File: config.mk
export PLATFORM = sky130hd
export DESIGN_NAME = cont_load_driver
export DESIGN_NICKNAME = d
export VERILOG_FILES = /design/src/rtl/cont_load_pkg.sv /design/src/rtl/cont_load_model.sv /design/src/rtl/cont_load_driver.sv
export SDC_FILE = /design/constraint.sdc
export NUM_CORES = 1
export LEC_CHECK = 0
export CAP_MARGIN = 40
export CORE_MARGIN = 1.5
export CORE_UTILIZATION = 56
export CTS_CLUSTER_DIAMETER = 120
export DETAILED_ROUTE_END_ITERATION = 6
export PLACE_DENSITY = 0.84
export SETUP_SLACK_MARGIN = 0.4
export SLEW_MARGIN = 20
export SYNTH_ARGS = -nofsm -noshare
export SYNTH_HDL_FRONTEND = slang
export SYNTH_SLANG_ARGS = --single-unit
File: constraint.sdc
create_clock -name clk -period 2.6 [get_ports clk]
set_clock_uncertainty 0.05 [all_clocks]
set_input_delay 0.52 -clock clk [delete_from_list [all_inputs] [get_ports clk]]
set_output_delay 0.52 -clock clk [all_outputs]
set_load 0.02 [all_outputs]
File: src/rtl/cont_load_pkg.sv
// Shared definitions for the load-counter command driver: level width, state encoding, defaults.
package cont_load_pkg;

    localparam int LEVEL_W        = 3;
    localparam int MAX_LEVEL      = (1 << LEVEL_W) - 1;
    localparam int STEP_LIMIT_DEF = 8;

    typedef logic [LEVEL_W-1:0] level_t;

    typedef enum logic [1:0] {
        ST_IDLE = 2'd0,
        ST_RUN  = 2'd1,
        ST_HOLD = 2'd2,
        ST_ERR  = 2'd3
    } state_t;

endpackage

File: src/rtl/cont_load_model.sv
// Shadow of the external saturating counter: tracks the expected level and flags any disagreement on q or a.
module cont_load_model
    import cont_load_pkg::*;
#(
    parameter int W = LEVEL_W
) (
    input  logic         clk,
    input  logic         rst,
    input  logic         i_load,
    input  logic [W-1:0] i_load_val,
    input  logic         i_step,
    input  logic         i_up,
    input  logic [W-1:0] i_q,
    input  logic         i_a,
    output logic         o_mismatch
);

    localparam logic [W-1:0] MAX_Q = '1;

    logic [W-1:0] r_q_exp;

    always_ff @(posedge clk or posedge rst) begin
        if (rst) begin
            r_q_exp <= '0;
        end else if (i_load) begin
            r_q_exp <= i_load_val;
        end else if (i_step) begin
            // Clamp like the real counter; never wrap.
            if (i_up)
                r_q_exp <= (r_q_exp == MAX_Q) ? MAX_Q : r_q_exp + W'(1);
            else
                r_q_exp <= (r_q_exp == '0) ? '0 : r_q_exp - W'(1);
        end
    end

    assign o_mismatch = (i_q != r_q_exp) || (i_a != (i_q == MAX_Q));

endmodule

File: src/rtl/cont_load_driver.sv
// Drives counter X until q reaches the target, checking every step; CONT_LOAD_HOLD_EN adds a dither-at-target HOLD state.
// States: IDLE drain, await start | RUN step toward target | HOLD dither at target | ERR fault latched
module cont_load_driver
    import cont_load_pkg::*;
#(
    parameter int W          = LEVEL_W,
    parameter int STEP_LIMIT = STEP_LIMIT_DEF
) (
    input  logic         clk,
    input  logic         reset,
    input  logic         start,
    input  logic [W-1:0] target,
    input  logic [W-1:0] q,
    input  logic         a,
    output logic         x,
    output logic         busy,
    output logic         done,
    output logic         err
);

    localparam int SW = $clog2(STEP_LIMIT + 1);

    state_t         r_state;
    state_t         w_state_nx;
    logic [W-1:0]   r_tgt;
    logic [SW-1:0]  r_step;
    logic           r_done;
    logic           r_err;

    logic           w_x;
    logic           w_accept;
    logic           w_step;
    logic           w_hit;
    logic           w_fault;
    logic           w_mismatch;

    cont_load_model #(.W(W)) u_model (
        .clk        (clk),
        .rst        (reset),
        .i_load     (w_accept),
        .i_load_val (q),
        .i_step     (w_step),
        .i_up       (w_x),
        .i_q        (q),
        .i_a        (a),
        .o_mismatch (w_mismatch)
    );

    always_comb begin
        w_state_nx = r_state;
        w_x        = 1'b0;
        w_accept   = 1'b0;
        w_step     = 1'b0;
        w_hit      = 1'b0;
        w_fault    = 1'b0;
        case (r_state)
            ST_IDLE: begin
                if (start) w_accept = 1'b1;
            end
            ST_RUN: begin
                w_x = (q < r_tgt);
                if (w_mismatch) begin
                    w_fault    = 1'b1;
                    w_state_nx = ST_ERR;
                end else if (q == r_tgt) begin
                    w_hit = 1'b1;
`ifdef CONT_LOAD_HOLD_EN
                    w_state_nx = ST_HOLD;
`else
                    w_state_nx = ST_IDLE;
`endif
                end else if (r_step == SW'(STEP_LIMIT)) begin
                    w_fault    = 1'b1;
                    w_state_nx = ST_ERR;
                end else begin
                    w_step = 1'b1;
                end
            end
            ST_HOLD: begin
`ifdef CONT_LOAD_HOLD_EN
                // Up while at or below target keeps the counter bouncing tgt <-> tgt+1.
                w_x = (q <= r_tgt);
`endif
                if (start) w_accept = 1'b1;
            end
            ST_ERR: begin
                if (start) w_accept = 1'b1;
            end
            default: w_state_nx = ST_IDLE;
        endcase
        if (w_accept) w_state_nx = ST_RUN;
    end

    always_ff @(posedge clk or posedge reset) begin
        if (reset) begin
            r_state <= ST_IDLE;
            r_tgt   <= '0;
            r_step  <= '0;
            r_done  <= 1'b0;
            r_err   <= 1'b0;
        end else begin
            r_state <= w_state_nx;
            r_done  <= w_hit;
            if (w_accept) begin
                r_tgt  <= target;
                r_step <= '0;
                r_err  <= 1'b0;
            end else begin
                if (w_step)  r_step <= r_step + SW'(1);
                if (w_fault) r_err  <= 1'b1;
            end
        end
    end

    assign x    = w_x;
    assign busy = (r_state == ST_RUN);
    assign done = r_done;
    assign err  = r_err;

endmodule

==> results.cfg, run 1 <==
[critical_path]
slowest_stage = ha_1
slowest_delay_ps = 290
path_max_fanout = 2
path_buf_inv = 2
critPathRequiredTime_ps = 2030
path_class = input port to output pin
path_delay_family = buffers and inverters
crit_path_end_kind = output pin
critPathArrivalTime_ps = 1610
start_kind = input port
worstPathCellList = dlygate4sd2_1 > ha_1 > nor2b_1 > o21ai_2 > and2_4 > buf_6
r2r_slack_ps = 720

[synth]
yosys.area.top_type_share = 0.371
synth.yosys.warnings = 0
ys_types = 36
synth_cells = 105
synthFlopType = dfrtp_1
syn_avg_cell_area_um2 = 8.98
synth-seq-cells = 14
ys_seq_area_frac = 0.371
syn-num-nets = 123
synth_most_common_cell = nand2_1
synthTopCellsByArea = dfrtp_1, ha_1, nand2_1, inv_1, o21ai_0
synth-edff-count = 0
ys_top_cells_by_count = nand2_1, dfrtp_1, inv_1
syn_area_um2 = 943
async_flop_share = 1.00
yosysTopAreaCell = dfrtp_1

[timing]
setup_ws_ps = 421
fin_crit_sh = 0.838
finalSetupTns_ps = 0
slew-limit-headroom = 0.629
rsz0062_at_grt = yes
fin_crit_ps = 2180
setup_viol = 0
hold_violations = 0
worst_pin_slew_ps = 556
drv_slew = 0
fmax_ghz = 0.459

[floorplan]
fp.dieH_um = 44.0
dieArea_um2 = 1940
die_w_um = 44.0
initial_utilization = 0.612
pin_count = 14
rows = 14
core_area_um2 = 1540

[pwr]
p_per_area_nw_per_um2 = 958
power.leakage_nw = 0.587
ir_drop_mv = 0.581

[global_route]
grt_usage = 0.241
overflow = 0
grt_max_degree = 15
grt_pass1_vias = 803
grt_pass1_wl_um = 3460
antenna_found_initial = 0

[layout]
syn_to_final_growth_pct = 29.6
multi_input_area_um2 = 547
final_core_util = 0.793
final-seq-area_um2 = 350
n_antenna_cell = 0
fin_nets = 150
drive_gt1_frac = 0.191
fillCellCount = 105

[placed_design]
port_buffers = 13
place_ws_ps = -299
gp_congestion = 0.774
post-dp-hpwl_um = 1560

[routing]
ant_nets = 0
vias = 853
drt_iter0_drc = 23
first_pass_iters = 4
routedWlPerCell_um = 15.1
avgViaCountPerCell = 5.80
drc = 0
drt_wl_total_um = 2220

[min_path]
hold_class = flop to flop

[clock_tree]
cts-buffers-inserted = 3
cts_root_buf = clkbuf_4
cts_max_level = 1
hold_buffers = 0
cts.sinks = 14
cts_buffer_depth = 2
clk_pin_slew_worst_paths_ps = 90
clk_latency_ps = 280
cts_tree = built

[job]
drv_cap = 0

[run_status]
run_status = finished clean
==> registers in the layout, summed over array words and instances, names as in the netlist <==
register / count
done: 1
u_model.r_q_exp: 3
r_step: 4
r_tgt: 3
err: 1
r_state: 2
==> timing repair <==
action,CTS,global route
pin swaps,3,3
endpoints found under the hold margin,0,0
endpoints found under the setup margin,2,5
buffers inserted,1,2
cloned,0,0
gates resized for setup,11,7
==> placed cells by master, fill, tap and decap left out, types with 4 or more instances in the layout <==
cell             count
buf_4               11
inv_1               11
clkdlybuf4s50_1      8
nand2_1             17
ha_1                 8
nand3_1              4
o21ai_0              6
dfrtp_1             14
==> final cells by class <==
cell class | count | share of cell area
inverter | 12 | 0.0368
tap | 16 | 0.0164
multi-input combinational | 76 | 0.447
clock buffer | 4 | 0.0297
sequential | 14 | 0.287
timing repair buffer | 25 | 0.183
==> cells by family after synthesis <==
logic type / after synthesis / share of synthesized area
simple gates: 39 / 0.211
compound gates: 24 / 0.183
buf+inv: 15 / 0.0796
flops: 14 / 0.371
fa+ha+maj: 8 / 0.106
xor+xnor: 3 / 0.0279
mux: 2 / 0.0212
==> metrics by stage <==
step | hold WS [ps] | cells | power [mW] | instance area (um^2)
finish | 434 | 147 | 1.17 | 1220
global placement | 409 | 140 | 0.921 | 1130
global route | 470 | 147 | 1.26 | 1220
CTS | 438 | 145 | 1.13 | 1170
floorplan | 359 | 105 | 0.771 | 943
detailed placement | 417 | 140 | 0.956 | 1130
==> tightest hold or removal path: stages, from the launching register on <==
cell	delay [ps]
dfrtp_1	350
nand2_1	50
nand2_1	50
==> routing by layer <==
metal / vias up / share of wire / global-route usage
li1: 415 / - / -
met1: 408 / 0.43 / 0.292
met2: 26 / 0.52 / 0.444
met3: 4 / 0.042 / 0.0408
met4: 0 / 0.0085 / 0.0545
met5: - / 0 / 0
==> report_power, final <==
group          leakage [nW]  internal (mW)  switching, mW
combinational         0.394          0.297          0.358
clock                0.0210         0.0852         0.0753
sequential            0.173          0.286         0.0696
==> worst paths after layout <==
check                                     end               start  cells after the start
max                                         x                q[1]                      6
min                                       err                 err                      2
max reg2reg                u_model.r_q_exp[2]  u_model.r_q_exp[2]                      5
min reg2reg                               err                 err                      2
max in group asynchronous           r_step[3]               reset                      2
min in group asynchronous  u_model.r_q_exp[1]               reset                      2
Power figures use the tool's default switching activity.
==> inputs of run 2 (changes only) <==
--- a/config.mk
+++ b/config.mk
@@ -7,10 +7,10 @@
 export LEC_CHECK = 0
 export CAP_MARGIN = 40
 export CORE_MARGIN = 1.5
-export CORE_UTILIZATION = 56
+export CORE_UTILIZATION = 52
 export CTS_CLUSTER_DIAMETER = 120
 export DETAILED_ROUTE_END_ITERATION = 6
-export PLACE_DENSITY = 0.84
+export PLACE_DENSITY = 0.79
 export SETUP_SLACK_MARGIN = 0.4
 export SLEW_MARGIN = 20
 export SYNTH_ARGS = -nofsm -noshare
==> constraint.sdc (replaced) <==
create_clock -name clk -period 2.2 [get_ports clk]
set_clock_uncertainty 0.05 [all_clocks]
set_input_delay 0.44 -clock clk [delete_from_list [all_inputs] [get_ports clk]]
set_output_delay 0.44 -clock clk [all_outputs]
set_load 0.02 [all_outputs]
==> run 2 against run 1 <==
Effect of this change:
- non-clock buffer count rose by 9
- critical path type is now flop to output pin
- wire length rose by 23%
- via count rose by 8.4%
==> results.cfg, run 2 (synthesized netlist as in run 1, its figures left out) <==
[run_status]
run_status = finished clean

[placed_design]
placedCellCount = 154
place_ws_ps = -498
port_buffers = 13
gp_congestion = 0.835
post-dp-hpwl_um = 1710

[floorplan]
pin_count = 14
dieArea_um2 = 2080
core_area_um2 = 1710
initial_utilization = 0.552
fp.dieH_um = 45.6
die_w_um = 45.6
rows = 15

[routing]
first_pass_iters = 4
drt_wl_total_um = 2730
ant_nets = 0
vias = 925
avgViaCountPerCell = 5.61
drt_iter0_drc = 25
routedWlPerCell_um = 16.6
drc = 0

[timing]
slew-limit-headroom = 0.627
worst_pin_slew_ps = 558
fin_crit_ps = 1970
setup_ws_ps = 233
drv_slew = 0
fmax_ghz = 0.508
fin_crit_sh = 0.894
hold_violations = 0
rsz0062_at_grt = yes
setup_viol = 0

[layout]
mostFrequentLayoutCells = nand2_1, buf_4, dfrtp_1
reg.largest.list = r_step x4, r_tgt x3, u_model.r_q_exp x3
largest_register_ffs = 4
fin_nets = 159
multi_input_area_um2 = 644
instances_no_fill = 165
fillCellCount = 103
n_antenna_cell = 0
syn_to_final_growth_pct = 48.3
largest_register = r_step
final-seq-area_um2 = 354
drive_gt1_frac = 0.379

[pwr]
p_seq_frac = 0.265
ir_drop_mv = 0.751
p_per_area_nw_per_um2 = 1170
power.leakage_nw = 0.652
switchingPower_uw = 695
power_mw = 1.63
clock_power_share = 0.115
swShare = 0.426
comb_power_share = 0.620
internal-power_uw = 937

[global_route]
grt_usage = 0.289
grt_pass1_vias = 929
grt_use_met3 = 0.0357
antenna_found_initial = 0
met2_usage = 0.504
top_usage_layer = met2
grt_pass1_wl_um = 4190
grt_max_degree = 15
met1_usage = 0.355
overflow = 0

[clock_tree]
cts.sinks = 14
hold_buffers = 0
clk_pin_slew_worst_paths_ps = 90
cts-buffers-inserted = 3
cts_root_buf = clkbuf_4
cts_max_level = 1
cts_tree = built
clk_latency_ps = 270
cts_buffer_depth = 2

[critical_path]
path_class = flop to output pin
crit_path_end_kind = output pin
path_max_fanout = 2
critPathRequiredTime_ps = 1710
critPathArrivalTime_ps = 1480
start_kind = flop

[job]
drv_cap = 0

[min_path]
hold_class = flop to flop
-- run 2: final cells by class --
class | instances | area share
Multi-Input combinational cell | 76 | 0.461
Sequential cell | 14 | 0.253
Timing Repair Buffer | 34 | 0.206
Inverter | 12 | 0.0322
Clock buffer | 4 | 0.0259
Tap cell | 25 | 0.0224
-- run 2: what timing repair did --
item,CTS,global route
cloned,0,0
setup endpoints to repair,13,10
pin swaps,11,7
setup buffers,5,2
gates resized for setup,30,19
-- run 2: per-layer routing --
layer	vias up	wire, um
met5	-	0
met3	4	64
met4	0	27
met1	456	1150
met2	27	1490
li1	438	-
-- run 2: power by group through the flow --
stage / Sequential (mW) / Clock [mW] / Combinational (mW)
4_1_cts: 0.433 / 0.190 / 0.884
6_report: 0.432 / 0.187 / 1.01
3_3_place_gp: 0.416 / 0 / 0.722
2_1_floorplan: 0.399 / 0 / 0.531
3_5_place_dp: 0.426 / 0 / 0.753
5_1_grt: 0.439 / 0.198 / 1.09
-- run 2: through the flow --
step	hold slack [ps]	area, um^2	utilization	setup TNS [ps]
after floorplan	279	950	-	0
after global placement	410	1190	0.695	-970
after detailed placement	422	1190	0.695	-1580
after CTS	445	1360	0.793	0
after global routing	483	1400	0.819	0
final	436	1400	0.819	0
-- run 2: worst paths after layout --
path / start / to / slack (ps) / depth (start not counted)
worst max-delay path: r_tgt[1] / x / 230 / 6
min in group asynchronous: reset / r_step[0] / 450 / 2
max in group asynchronous: reset / u_model.r_q_exp[2] / 1250 / 2
worst max register to register: r_tgt[1] / u_model.r_q_exp[2] / 380 / 9
worst min-delay path: err / err / 440 / 2
worst min register to register: err / err / 440 / 2
-- run 2: worst max-delay path, stage by stage, from the launching register on --
cell and delay [ps]:
dfrtp_1 380, inv_2 70, ha_4 200, nor2b_4 120, o21ai_2 150, and2_4 170
buf_6 110
